## src/rtl/reg_rename_if.sv

```systemverilog
// Rename-stage bus between decode and the rename unit. Checkpoint controls
// exist only when RENAME_CHECKPOINT_EN is defined.
interface reg_rename_if #(
  parameter int PHYS_W   = 6,
  parameter int NUM_PHYS = 64
);
  logic              i_dec_valid;
  logic              i_uses_rs, i_uses_rt, i_uses_rw;
  logic [4:0]        i_rs_addr, i_rt_addr, i_rw_addr;
  logic              i_stall;
  logic              o_rename_valid;
  logic              o_uses_rs, o_uses_rt, o_uses_rw;
  logic [PHYS_W-1:0] o_rs_phys, o_rt_phys, o_rw_phys, o_old_rw_phys;
  logic              o_rename_stall;
  logic [NUM_PHYS-1:0] o_busy_bits;
  logic [5:0]        o_free_count;
  logic              i_wb_valid;
  logic [PHYS_W-1:0] i_wb_phys;
  logic              i_commit_valid;
  logic [PHYS_W-1:0] i_commit_old_phys;
`ifdef RENAME_CHECKPOINT_EN
  logic              i_ckpt_take, i_ckpt_restore;
`endif

  modport master (
`ifdef RENAME_CHECKPOINT_EN
    output i_ckpt_take, i_ckpt_restore,
`endif
    output i_dec_valid, i_uses_rs, i_uses_rt, i_uses_rw,
    output i_rs_addr, i_rt_addr, i_rw_addr, i_stall,
    output i_wb_valid, i_wb_phys, i_commit_valid, i_commit_old_phys,
    input  o_rename_valid, o_uses_rs, o_uses_rt, o_uses_rw,
    input  o_rs_phys, o_rt_phys, o_rw_phys, o_old_rw_phys,
    input  o_rename_stall, o_busy_bits, o_free_count
  );

  modport slave (
`ifdef RENAME_CHECKPOINT_EN
    input  i_ckpt_take, i_ckpt_restore,
`endif
    input  i_dec_valid, i_uses_rs, i_uses_rt, i_uses_rw,
    input  i_rs_addr, i_rt_addr, i_rw_addr, i_stall,
    input  i_wb_valid, i_wb_phys, i_commit_valid, i_commit_old_phys,
    output o_rename_valid, o_uses_rs, o_uses_rt, o_uses_rw,
    output o_rs_phys, o_rt_phys, o_rw_phys, o_old_rw_phys,
    output o_rename_stall, o_busy_bits, o_free_count
  );
endinterface

```

## src/rtl/reg_rename_unit.sv

```systemverilog
// Register rename: map table, circular free list, busy vector, 1-cycle output reg.
// Optional branch checkpoint/restore of map + free-list head: RENAME_CHECKPOINT_EN.
module reg_rename_unit #(
  parameter int NUM_ARCH = 32,
  parameter int NUM_PHYS = 64,
  parameter int PHYS_W   = 6,
  parameter int FL_DEPTH = 32
) (
  input logic         clk,
  input logic         rst,
  reg_rename_if.slave rif
);
  localparam int FL_W  = $clog2(FL_DEPTH);
  localparam int CNT_W = FL_W + 1;

  logic [PHYS_W-1:0]   map_q [NUM_ARCH];
  logic [PHYS_W-1:0]   map_d [NUM_ARCH];
  logic [PHYS_W-1:0]   fl_q  [FL_DEPTH];
  logic [FL_W-1:0]     head_q, tail_q, head_inc;
  logic [CNT_W-1:0]    count_q;
  logic [NUM_PHYS-1:0] busy_q, busy_d;
  logic                needs_alloc, accept, alloc, commit_ok, restore;
  logic [PHYS_W-1:0]   alloc_tag;

  function automatic logic [FL_W-1:0] ptr_inc(input logic [FL_W-1:0] p);
    return (p == FL_W'(FL_DEPTH - 1)) ? '0 : p + 1'b1;
  endfunction

`ifdef RENAME_CHECKPOINT_EN
  assign restore = rif.i_ckpt_restore;
`else
  assign restore = 1'b0;
`endif

  assign needs_alloc        = rif.i_uses_rw & (rif.i_rw_addr != 5'd0);
  assign rif.o_rename_stall = rif.i_dec_valid & needs_alloc & (count_q == '0);
  assign accept    = rif.i_dec_valid & ~rif.i_stall & ~rif.o_rename_stall & ~restore;
  assign alloc     = accept & needs_alloc;
  assign commit_ok = rif.i_commit_valid & (rif.i_commit_old_phys != '0) &
                     (count_q != CNT_W'(FL_DEPTH));
  assign alloc_tag = fl_q[head_q];
  assign head_inc  = ptr_inc(head_q);

  always_comb begin
    map_d = map_q;
    if (alloc) map_d[rif.i_rw_addr] = alloc_tag;
    map_d[0] = '0;
  end

  // Allocation set is applied after writeback clear so a same-tag set wins.
  always_comb begin
    busy_d = busy_q;
    if (rif.i_wb_valid) busy_d[rif.i_wb_phys] = 1'b0;
    if (alloc)          busy_d[alloc_tag]     = 1'b1;
    busy_d[0] = 1'b0;
  end

`ifdef RENAME_CHECKPOINT_EN
  logic [PHYS_W-1:0] snap_map [NUM_ARCH];
  logic [FL_W-1:0]   snap_head;
  logic [CNT_W-1:0]  ckpt_allocs;  // allocations since the snapshot, to rebuild count

  always_ff @(posedge clk or posedge rst) begin
    if (rst) begin
      for (int i = 0; i < NUM_ARCH; i++) snap_map[i] <= PHYS_W'(i);
      snap_head   <= '0;
      ckpt_allocs <= '0;
    end else if (restore) begin
      ckpt_allocs <= '0;
    end else if (rif.i_ckpt_take) begin
      snap_map    <= map_d;
      snap_head   <= alloc ? head_inc : head_q;
      ckpt_allocs <= '0;
    end else if (alloc) begin
      ckpt_allocs <= ckpt_allocs + 1'b1;
    end
  end
`endif

  always_ff @(posedge clk or posedge rst) begin
    if (rst) begin
      for (int i = 0; i < NUM_ARCH; i++) map_q[i] <= PHYS_W'(i);
      for (int i = 0; i < FL_DEPTH; i++) fl_q[i]  <= PHYS_W'(NUM_ARCH + i);
      head_q  <= '0;
      tail_q  <= '0;
      count_q <= CNT_W'(FL_DEPTH);
      busy_q  <= '0;
    end else begin
      busy_q <= busy_d;
      if (commit_ok) begin
        fl_q[tail_q] <= rif.i_commit_old_phys;
        tail_q       <= ptr_inc(tail_q);
      end
`ifdef RENAME_CHECKPOINT_EN
      if (restore) begin
        map_q   <= snap_map;
        head_q  <= snap_head;
        count_q <= count_q + CNT_W'(commit_ok) + ckpt_allocs;
      end else
`endif
      begin
        map_q   <= map_d;
        if (alloc) head_q <= head_inc;
        count_q <= count_q + CNT_W'(commit_ok) - CNT_W'(alloc);
      end
    end
  end

  always_ff @(posedge clk or posedge rst) begin
    if (rst) begin
      rif.o_rename_valid <= 1'b0;
      rif.o_uses_rs      <= 1'b0;
      rif.o_uses_rt      <= 1'b0;
      rif.o_uses_rw      <= 1'b0;
      rif.o_rs_phys      <= '0;
      rif.o_rt_phys      <= '0;
      rif.o_rw_phys      <= '0;
      rif.o_old_rw_phys  <= '0;
    end else if (restore) begin
      rif.o_rename_valid <= 1'b0;
    end else if (!rif.i_stall) begin
      rif.o_rename_valid <= accept;
      if (accept) begin
        rif.o_uses_rs     <= rif.i_uses_rs;
        rif.o_uses_rt     <= rif.i_uses_rt;
        rif.o_uses_rw     <= rif.i_uses_rw;
        rif.o_rs_phys     <= map_q[rif.i_rs_addr];
        rif.o_rt_phys     <= map_q[rif.i_rt_addr];
        rif.o_rw_phys     <= alloc ? alloc_tag : '0;
        rif.o_old_rw_phys <= alloc ? map_q[rif.i_rw_addr] : '0;
      end
    end
  end

  assign rif.o_busy_bits  = busy_q;
  assign rif.o_free_count = 6'(count_q);

`ifndef SYNTHESIS
  a_no_overfree: assert property (@(posedge clk) disable iff (rst)
    !(rif.i_commit_valid && rif.i_commit_old_phys != '0 && count_q == CNT_W'(FL_DEPTH)));
`endif
endmodule

```

## src/flat_wrapper.sv

```systemverilog
// flat-port wrapper written by rule: the top's interface ports become plain ports
module reg_rename_unit_flat 
#(
  parameter int NUM_ARCH = 32,
  parameter int NUM_PHYS = 64,
  parameter int PHYS_W   = 6,
  parameter int FL_DEPTH = 32
)
  (clk, rst, rif_i_dec_valid, rif_i_uses_rs, rif_i_uses_rt, rif_i_uses_rw, rif_i_rs_addr, rif_i_rt_addr, rif_i_rw_addr, rif_i_stall, rif_i_wb_valid, rif_i_wb_phys, rif_i_commit_valid, rif_i_commit_old_phys, rif_o_rename_valid, rif_o_uses_rs, rif_o_uses_rt, rif_o_uses_rw, rif_o_rs_phys, rif_o_rt_phys, rif_o_rw_phys, rif_o_old_rw_phys, rif_o_rename_stall, rif_o_busy_bits, rif_o_free_count);
  reg_rename_if #(.PHYS_W(PHYS_W), .NUM_PHYS(NUM_PHYS)) rif_i ();
  input logic clk;
  input logic rst;
  input wire logic [$bits(rif_i.i_dec_valid)-1:0] rif_i_dec_valid;
  input wire logic [$bits(rif_i.i_uses_rs)-1:0] rif_i_uses_rs;
  input wire logic [$bits(rif_i.i_uses_rt)-1:0] rif_i_uses_rt;
  input wire logic [$bits(rif_i.i_uses_rw)-1:0] rif_i_uses_rw;
  input wire logic [$bits(rif_i.i_rs_addr)-1:0] rif_i_rs_addr;
  input wire logic [$bits(rif_i.i_rt_addr)-1:0] rif_i_rt_addr;
  input wire logic [$bits(rif_i.i_rw_addr)-1:0] rif_i_rw_addr;
  input wire logic [$bits(rif_i.i_stall)-1:0] rif_i_stall;
  input wire logic [$bits(rif_i.i_wb_valid)-1:0] rif_i_wb_valid;
  input wire logic [$bits(rif_i.i_wb_phys)-1:0] rif_i_wb_phys;
  input wire logic [$bits(rif_i.i_commit_valid)-1:0] rif_i_commit_valid;
  input wire logic [$bits(rif_i.i_commit_old_phys)-1:0] rif_i_commit_old_phys;
  output wire logic [$bits(rif_i.o_rename_valid)-1:0] rif_o_rename_valid;
  output wire logic [$bits(rif_i.o_uses_rs)-1:0] rif_o_uses_rs;
  output wire logic [$bits(rif_i.o_uses_rt)-1:0] rif_o_uses_rt;
  output wire logic [$bits(rif_i.o_uses_rw)-1:0] rif_o_uses_rw;
  output wire logic [$bits(rif_i.o_rs_phys)-1:0] rif_o_rs_phys;
  output wire logic [$bits(rif_i.o_rt_phys)-1:0] rif_o_rt_phys;
  output wire logic [$bits(rif_i.o_rw_phys)-1:0] rif_o_rw_phys;
  output wire logic [$bits(rif_i.o_old_rw_phys)-1:0] rif_o_old_rw_phys;
  output wire logic [$bits(rif_i.o_rename_stall)-1:0] rif_o_rename_stall;
  output wire logic [$bits(rif_i.o_busy_bits)-1:0] rif_o_busy_bits;
  output wire logic [$bits(rif_i.o_free_count)-1:0] rif_o_free_count;
  assign rif_i.i_dec_valid = rif_i_dec_valid;
  assign rif_i.i_uses_rs = rif_i_uses_rs;
  assign rif_i.i_uses_rt = rif_i_uses_rt;
  assign rif_i.i_uses_rw = rif_i_uses_rw;
  assign rif_i.i_rs_addr = rif_i_rs_addr;
  assign rif_i.i_rt_addr = rif_i_rt_addr;
  assign rif_i.i_rw_addr = rif_i_rw_addr;
  assign rif_i.i_stall = rif_i_stall;
  assign rif_i.i_wb_valid = rif_i_wb_valid;
  assign rif_i.i_wb_phys = rif_i_wb_phys;
  assign rif_i.i_commit_valid = rif_i_commit_valid;
  assign rif_i.i_commit_old_phys = rif_i_commit_old_phys;
  assign rif_o_rename_valid = rif_i.o_rename_valid;
  assign rif_o_uses_rs = rif_i.o_uses_rs;
  assign rif_o_uses_rt = rif_i.o_uses_rt;
  assign rif_o_uses_rw = rif_i.o_uses_rw;
  assign rif_o_rs_phys = rif_i.o_rs_phys;
  assign rif_o_rt_phys = rif_i.o_rt_phys;
  assign rif_o_rw_phys = rif_i.o_rw_phys;
  assign rif_o_old_rw_phys = rif_i.o_old_rw_phys;
  assign rif_o_rename_stall = rif_i.o_rename_stall;
  assign rif_o_busy_bits = rif_i.o_busy_bits;
  assign rif_o_free_count = rif_i.o_free_count;
  reg_rename_unit #(.NUM_ARCH(NUM_ARCH), .NUM_PHYS(NUM_PHYS), .PHYS_W(PHYS_W), .FL_DEPTH(FL_DEPTH)) u_core (.clk(clk), .rst(rst), .rif(rif_i));
endmodule
```

## config.mk

```make
export PLATFORM = sky130hd
export DESIGN_NAME = reg_rename_unit_flat
export DESIGN_NICKNAME = d
export VERILOG_FILES = /design/src/rtl/reg_rename_if.sv /design/src/rtl/reg_rename_unit.sv /design/src/flat_wrapper.sv
export SDC_FILE = /design/constraint.sdc
export NUM_CORES = 1
export LEC_CHECK = 0
export CAP_MARGIN = 40
export CORE_MARGIN = 8
export CORE_UTILIZATION = 44
export DETAILED_ROUTE_END_ITERATION = 6
export PLACE_DENSITY_LB_ADDON = 0.12
export SLEW_MARGIN = 30
export SYNTH_ARGS = -nofsm -noshare
export SYNTH_HDL_FRONTEND = slang
export SYNTH_SLANG_ARGS = --single-unit
```

## constraint.sdc

```tcl
create_clock -name clk -period 17.2 [get_ports clk]
set_clock_uncertainty 0.2 [all_clocks]
set_input_delay 3.44 -clock clk [delete_from_list [all_inputs] [get_ports clk]]
set_output_delay 3.44 -clock clk [all_outputs]
set_load 0.03 [all_outputs]
```

; Word level (Yosys, flattened, before mapping)
; Cells that the tools add are included.
[op_classes]
n_addsub = 4
n_lt_le_gt_ge = 11
eq_ne = 3
n_mux = 28
bitwise = 18
n_reduce_logical = 8
[op_table]
columns = operator, count
row1 = 192-bit bitwise mux, 2
row2 = 64-bit two-way mux, 2
row3 = 6-bit binary-select mux with 5-bit select, 4
row4 = 6-bit two-way mux, 12
row5 = 64-bit AND, 1
row6 = 64-bit inverter, 1
row7 = 64-bit OR, 1
row8 = 6-bit demux with 5-bit select, 2
row9 = 6-bit greater-or-equal comparator (second input constant), 5
row10 = 5-bit inverter with 6-bit output, 5
row11 = 6-bit by 7-bit < comparator with 1-bit output (second input constant), 2
row12 = 1-bit demux with 6-bit select, 2
row13 = 6-bit by 1-bit greater-or-equal comparator with 1-bit output (second input constant), 2
row14 = 6-bit by 1-bit < comparator with 1-bit output (second input constant), 2
row15 = 5-bit by 1-bit adder with 5-bit output (second input constant), 2
row16 = 5-bit == test (second input constant), 2
row17 = 5-bit two-way mux, 2
row18 = 1-bit AND, 8
row19 = 6-bit by 1-bit adder with 6-bit output, 1
row20 = 6-bit logical NOT, 1
row21 = 6-bit inequality test (second input constant), 1
row22 = 6-bit nonzero test, 1
row23 = 6-bit by 1-bit subtractor with 6-bit output, 1
row24 = 5-bit nonzero test, 1
row25 = other kinds (4), 9
[word_totals]
regBits = 485
in_bits = 36
out_inout_bits = 99
wordCells = 147

; Longest topological paths before layout
; Gate-level depths: netlist of run 1.
[logic_depth]
depth_word = 10
mapped_depth = 18
ltp_nobuf = 17

; Worst setup path before layout of run 1
; OpenSTA, ideal clock, no wires.
[synth_timing]
kind = in2out
from = input port rif_i_rw_addr[2]
to = output port rif_o_rename_stall
arrival_time_ns = 4.556
t_required_ns = 13.560
path_slack_ns = 9.004
stages = 4
n_path_buf = 1
cell_sequence = or3_1 > clkbuf_1 > o311a_1 > and2_1
[synth_via]
elab_chain_cells = 4
[synth_rtl]
columns = element, line
row1 = start: declaration, flat_wrapper.sv:19  ; input wire logic [$bits(rif_i.i_rw_addr)-1:0] rif_i_rw_addr;
row2 = 5-bit nonzero test, reg_rename_unit.sv:35  ; assign needs_alloc = rif.i_uses_rw & (rif.i_rw_addr != 5'd0);
row3 = 1-bit AND, reg_rename_unit.sv:35
row4 = 1-bit AND (2 in series), reg_rename_unit.sv:36  ; assign rif.o_rename_stall = rif.i_dec_valid & needs_alloc & (count_q == '0);
row5 = end: declaration, flat_wrapper.sv:33  ; output wire logic [$bits(rif_i.o_rename_stall)-1:0] rif_o_rename_stall;
; No other way between the ends.

; Final worst setup path of run 1
; Same ends and word-level chain as after synthesis.

==> run_results.csv, run 1 <==
group,metric,value,unit
clock_network,cts_setup_buffers,0,
run,cap_violations,0,
sta,setup-violations-final,0,
yosys,syn_nets,1822,
route,drt_iter0_markers,1389,
yosys,syn_area_per_cell,14.2,µm²
yosys,yosysMostFrequentCell,"mux2_2",
sta,relSlewSlack,41.2,%
floorplanning,initial_core_util,44.5,%
finish,layout.nets,1930,
route,drc,0,
finish,n_antenna_cell,0,
sta,finalMaxSlewViolations,0,
sta,fin_crit_sh,56.2,%
floorplanning,coreArea,56400,µm²
power_and_ir_drop,powerDensity,153,nW/µm²
critical_path,worst-setup-path-type,"primary input to output pin",
route,vias,16400,
route,ant_nets,0,
critical_path,start_kind,"primary input",
grt,grt_pass1_wl,111000,µm
sta,finalHoldViolations,0,
yosys,yosysUniqueCellTypes,67,
yosys,synth_top_area_share,29.1,%
floorplanning,die_w,255,µm
finish,stdcell_count,2678,
clock_network,cts_resized,0,
sta,worst_pin_slew,0.882,ns
critical_path,ff2ff_setup_slack,12.70,ns
yosys,ys.flop_type,"dfrtp_1",
floorplanning,dieHeight,255,µm
grt,track_usage,22.7,%
critical_path,required,13.56,ns
sta,fin_setup_tns,0,ns
clock_network,ctsHoldBuffers,0,
clock_network,cts_buffers,54,
route,viasPerCell,6.13,
worst_hold_path,hp-class,"register to register",
yosys,ys_top_cells_by_count,"mux2_2 (400), dfrtp_1 (292), dfstp_2 (193)",
finish,post-route-util,51.7,%
clock_network,cts_tree,"built",
clock_network,htree_levels,2,
finish,multi_input_area,12200,µm²
route,routed_wirelength,73100,µm
grt,overflow,0,
yosys,synthArstFlopShare,100,%
finish,drive_above_1_share,48.3,%
floorplanning,io_pins,135,
grt,antenna_found_initial,3,
finish,final_area,29100,µm²
yosys,seq_area_frac_synth,49.3,%
yosys,ys_top_cells_by_area,"dfrtp_1 (29%), dfstp_2 (20%), mux2_2 (18%)",
placement,routabilityCongestion,0.870,
yosys,synth_edf_count,0,
power_and_ir_drop,finalPower,4.46,mW
critical_path,crit_fanout,13,
yosys,yosysTopAreaCell,"dfrtp_1",
placement,place_area,27200,µm²
route,wl_per_cell,27.3,µm
critical_path,arrival,6.03,ns
yosys,synth_seq_cells,485,
yosys,syn_area,25100,µm²
floorplanning,rows,87,
route,first_pass_iters,7,
yosys,syn_inst,1769,
clock_network,path_clk_slew,0.06,ns
placement,io_buffer_count,133,
sta,clock.fmax,103,MHz
yosys,synth_warnings,0,
sta,rsz0062_at_grt,"no",
power_and_ir_drop,ir_drop,0.109,mV
clock_network,clk_latency,0.62,ns
clock_network,clock_path_buffers,3,
grt,grt_max_degree,176,
placement,hpwl,48700,µm
floorplanning,dieArea,65000,µm²
clock_network,clock-sinks,485,
power_and_ir_drop,p_leak,12.1,nW
critical_path,cp-end-kind,"output pin",
finish,nFillCells,4858,
outcome,status,"completed",
clock_network,cts-root-buf,"clkbuf_16",
sta,fin_crit,9.67,ns
grt,first_global_vias,16800,
placement,dp_cells,2572,
finish,area.growth.synth_to_final,16.0,%
finish,regArea,12400,µm²
-- logic make-up (layout without fill, tap and decap cells) --
kind of cell,after synthesis,count (layout),synth area share [%]
other,1,1,0.0149
muxes,626,626,36.1
xor gates and xnor gates,4,4,0.140
AOI/OAI and AO/OA,253,253,6.20
buffers and inverters,139,292,2.48
and+or+nand+nor,244,244,4.84
adders and majority gates,17,17,0.877
DFF,485,485,49.3
-- power breakdown --
group / internal, mW / switching (mW)
combinational: 0.670 / 0.861
sequential: 1.54 / 0.214
clock: 0.689 / 0.483
total: 2.90 / 1.56
-- metrics by stage --
step	hold WS (ns)	worst slack, ns
CTS	0.284	7.55
detailed placement	0.269	7.55
floorplan	0.270	0.345
finish	0.276	7.53
global placement	0.263	7.61
global route	0.304	7.45
-- critical path, cell delays in order --
cell             delay, ns
clkdlybuf4s50_1       0.59
or3_1                 0.65
o311a_1               0.53
and2_1                0.23
clkdlybuf4s50_1       0.59
-- worst paths after layout --
| path | end | cells past startpoint | start |
|---|---|---|---|
| worst min register to register | u_core.rif.o_rt_phys[2]$_DFFE_PP0P_ | 2 | u_core.rif.o_rt_phys[2]$_DFFE_PP0P_ |
| worst min-delay path | u_core.rif.o_rt_phys[2]$_DFFE_PP0P_ | 2 | u_core.rif.o_rt_phys[2]$_DFFE_PP0P_ |
| max in group asynchronous | u_core.map_q[105]$_DFFE_PP1P_ | 7 | rst |
| min in group asynchronous | u_core.rif.o_busy_bits[21]$_DFF_PP0_ | 2 | rst |
| worst max register to register | u_core.rif.o_free_count[4]$_DFF_PP0_ | 17 | u_core.rif.o_free_count[3]$_DFF_PP0_ |
| worst max-delay path | rif_o_rename_stall | 5 | rif_i_rw_addr[2] |
-- final cells by class --
class / count / area share, %
clock buffer: 84 / 5.64
clock inverter: 17 / 0.627
inverter: 20 / 0.284
multi-input combinational: 1145 / 41.7
sequential: 485 / 42.5
tap: 756 / 3.25
timing repair buffer: 171 / 5.94
-- flip-flops by register name, summed over array words and instances, names as in the netlist, 5 cells and up --
signal / count
u_core.map_q: 186
u_core.fl_q: 192
u_core.rif.o_busy_bits: 63
u_core.rif.o_rs_phys: 6
u_core.rif.o_rt_phys: 6
u_core.rif.o_old_rw_phys: 6
u_core.head_q: 5
u_core.tail_q: 5
u_core.rif.o_rw_phys: 6
u_core.rif.o_free_count: 6
-- routing by layer --
metal | up-vias | routed length (µm) | track usage (%)
met5 | - | 0 | 0
met4 | 0 | 1510 | 5.61
met3 | 103 | 5770 | 5.69
met2 | 533 | 33100 | 34.1
met1 | 8804 | 32700 | 32.9
li1 | 6989 | - | -
-- cell usage in the layout, fill, tap and decap left out, drive strengths merged, types with 5 or more instances in the layout --
cell and instances:
o221ai 7, nand4 7, nand2 81, ha 16, mux2 400, buf 45
or4 7, o211ai 5, inv 22, or3b 6, a22oi 7, nand3 22
clkinv 13, nor3 5, nor3b 6, nor2b 8, nand2b 6, clkbuf 84
o22ai 19, nor2 60, a221o 7, and2 5, a21oi 8, dfstp 193
a211oi 8, a22o 17, clkdlybuf4s50 125, mux4 181, o21ai 155, or3 5
dfrtp 292, mux2i 45, nand3b 10
Power figures use the tool's default switching activity.
==> inputs of run 2 (changes only) <==
==> constraint.sdc (replaced) <==
create_clock -name clk -period 8.9 [get_ports clk]
set_clock_uncertainty 0.2 [all_clocks]
set_input_delay 1.78 -clock clk [delete_from_list [all_inputs] [get_ports clk]]
set_output_delay 1.78 -clock clk [all_outputs]
set_load 0.03 [all_outputs]
==> run 2 against run 1 <==
  * The run now ends with DRC left
  * Critical path depth did not move
  * Critical path type unchanged
  * Largest power group unchanged
  * Count of clock-buffer cells in the layout rose by 1
  * First-iteration DRC count rose by 1.2%
  * Setup slack got worse by 4.9 ns
==> run_results.csv, run 2 (same netlist as run 1, synthesis figures left out) <==
group,metric,value,unit
outcome,status,"complete, but fails checks",
outcome,violations,"DRC",
finish,layout.nets,1927,
power_and_ir_drop,power_frac_seq,39.7,%
finish,final_common_cell,"mux2_2",
critical_path,worst-setup-path-type,"primary input to output pin",
critical_path,arrival,4.29,ns
clock_network,cts_buffers,54,
worst_hold_path,holdPathStages,2,
finish,final_area,29000,µm²
route,drt_iter0_markers,1406,
clock_network,cts-root-buf,"clkbuf_16",
floorplanning,dieHeight,255,µm
critical_path,start_kind,"primary input",
critical_path,cp-end-kind,"output pin",
placement,hpwl,49000,µm
floorplanning,die_w,255,µm
power_and_ir_drop,p_switching,3.03,mW
route,drc,1,
grt,first_global_vias,16900,
sta,relSlewSlack,31.0,%
grt,antenna_found_initial,2,
finish,drive_above_1_share,48.1,%
floorplanning,io_pins,135,
clock_network,clock_path_buffers,3,
critical_path,rr_worst_depth,8,
floorplanning,coreArea,56400,µm²
critical_path,required,6.92,ns
critical_path,crit_fanout,13,
clock_network,ctsHoldBuffers,0,
clock_network,clock-sinks,485,
sta,fin_crit_sh,70.5,%
sta,worst_pin_slew,1.03,ns
critical_path,crit_start,"rif_i_rw_addr[2]",
power_and_ir_drop,clkPwrFrac,26.2,%
sta,finalHoldViolations,0,
floorplanning,rows,87,
clock_network,cts_setup_buffers,0,
finish,post-route-util,51.5,%
power_and_ir_drop,power.internal,5.59,mW
sta,rsz0062_at_grt,"no",
sta,clock.fmax,159,MHz
sta,fin_setup_tns,0,ns
finish,largest_register_ffs,192,
sta,fin_crit,6.27,ns
clock_network,cts_resized,0,
finish,nFillCells,4871,
grt,overflow,0,
floorplanning,initial_core_util,44.5,%
sta,finalMaxSlewViolations,0,
route,viasPerCell,6.18,
power_and_ir_drop,combPwrFrac,34.1,%
clock_network,htree_levels,2,
route,wl_per_cell,27.5,µm
floorplanning,dieArea,65000,µm²
grt,grt_pass1_wl,112000,µm
sta,setup-violations-final,0,
placement,io_buffer_count,133,
finish,mostFrequentLayoutCells,"mux2_2 (400), dfrtp_1 (290), dfstp_2 (193)",
finish,area.growth.synth_to_final,15.6,%
placement,dp_cells,2571,
clock_network,path_clk_slew,0.06,ns
finish,regMostFlops,"u_core.fl_q",
power_and_ir_drop,powerDensity,297,nW/µm²
grt,track_usage,22.7,%
power_and_ir_drop,switching_share,35.2,%
grt,grt_max_degree,180,
sta,finalHoldWorstSlack,0.279,ns
route,vias,16500,
worst_hold_path,hp-class,"register to register",
finish,n_antenna_cell,0,
critical_path,r2r_start,"u_core.head_q[0]$_DFFE_PP0N_",
power_and_ir_drop,p_leak,12.0,nW
power_and_ir_drop,ir_drop,0.292,mV
clock_network,cts_tree,"built",
placement,routabilityCongestion,0.829,
worst_hold_path,hp-start,"u_core.rif.o_rt_phys[1]$_DFFE_PP0P_",
clock_network,clk_latency,0.62,ns
finish,stdcell_count,2676,
run,cap_violations,0,
placement,place_area,27200,µm²
route,routed_wirelength,73600,µm
route,ant_nets,0,
route,first_pass_iters,7,
==> run 2: changes by cell type in the layout (fill, tap and decap cells not counted), moves of 2 or more <==
cell	before	now
clkinvlp_4	0	3
nor3_2	1	3
clkbuf_8	18	16
buf_16	4	2
buf_4	26	28
buf_2	7	5
clkbuf_1	12	14
nor3_1	4	2
==> run 2: layout make-up <==
cell class                 count  area (µm²)  area share (%)
clock inverter                17         158           0.543
tap                          756         946            3.26
inverter                      20        78.8           0.272
sequential                   485       12400            42.7
clock buffer                  85        1650            5.68
multi-input combinational   1145       12200            41.9
timing repair buffer         168        1660            5.70
==> run 2: metal layers <==
metal,share of wire (%),wire (µm),GRT usage (%),up-vias
li1,-,-,-,7001
met1,45,32800,33.1,8818
met2,45,33400,34.1,616
met3,7.8,5750,5.25,102
met4,2.1,1570,5.41,2
met5,0.018,13,0,-
==> run 2: through the flow <==
stage	power, mW	worst slack, ns
floorplan	5.25	0.503
finish	8.63	2.63
detailed placement	6.39	2.66
CTS	8.69	2.67
global route	9.05	2.58
global placement	6.27	2.74
==> run 2: final timing paths <==
| check | slack, ns | to |
|---|---|---|
| setup / recovery | 2.63 | rif_o_rename_stall |
| hold / removal | 0.28 | u_core.rif.o_rt_phys[1]$_DFFE_PP0P_ |
| setup reg to reg | 4.23 | u_core.rif.o_busy_bits[24]$_DFF_PP0_ |
| hold reg to reg | 0.28 | u_core.rif.o_rt_phys[1]$_DFFE_PP0P_ |
| max in group asynchronous | 5.78 | u_core.rif.o_rs_phys[1]$_DFFE_PP0P_ |
| min in group asynchronous | 1.37 | u_core.head_q[1]$_DFFE_PP0N_ |
==> run 2: critical path: stages <==
cell	delay (ns)
clkdlybuf4s50_1	0.60
or3_1	0.65
o311a_1	0.46
and2_1	0.20
clkdlybuf4s50_1	0.60
==> run 2: power by group through the flow <==
stage                     Combinational (mW)  Sequential, mW  Clock, mW
after floorplan                         1.76            3.49          0
after global placement                  2.85            3.42          0
after detailed placement                2.94            3.45          0
after CTS                               2.95            3.42       2.32
after global routing                    3.13            3.51       2.40
final                                   2.94            3.42       2.26
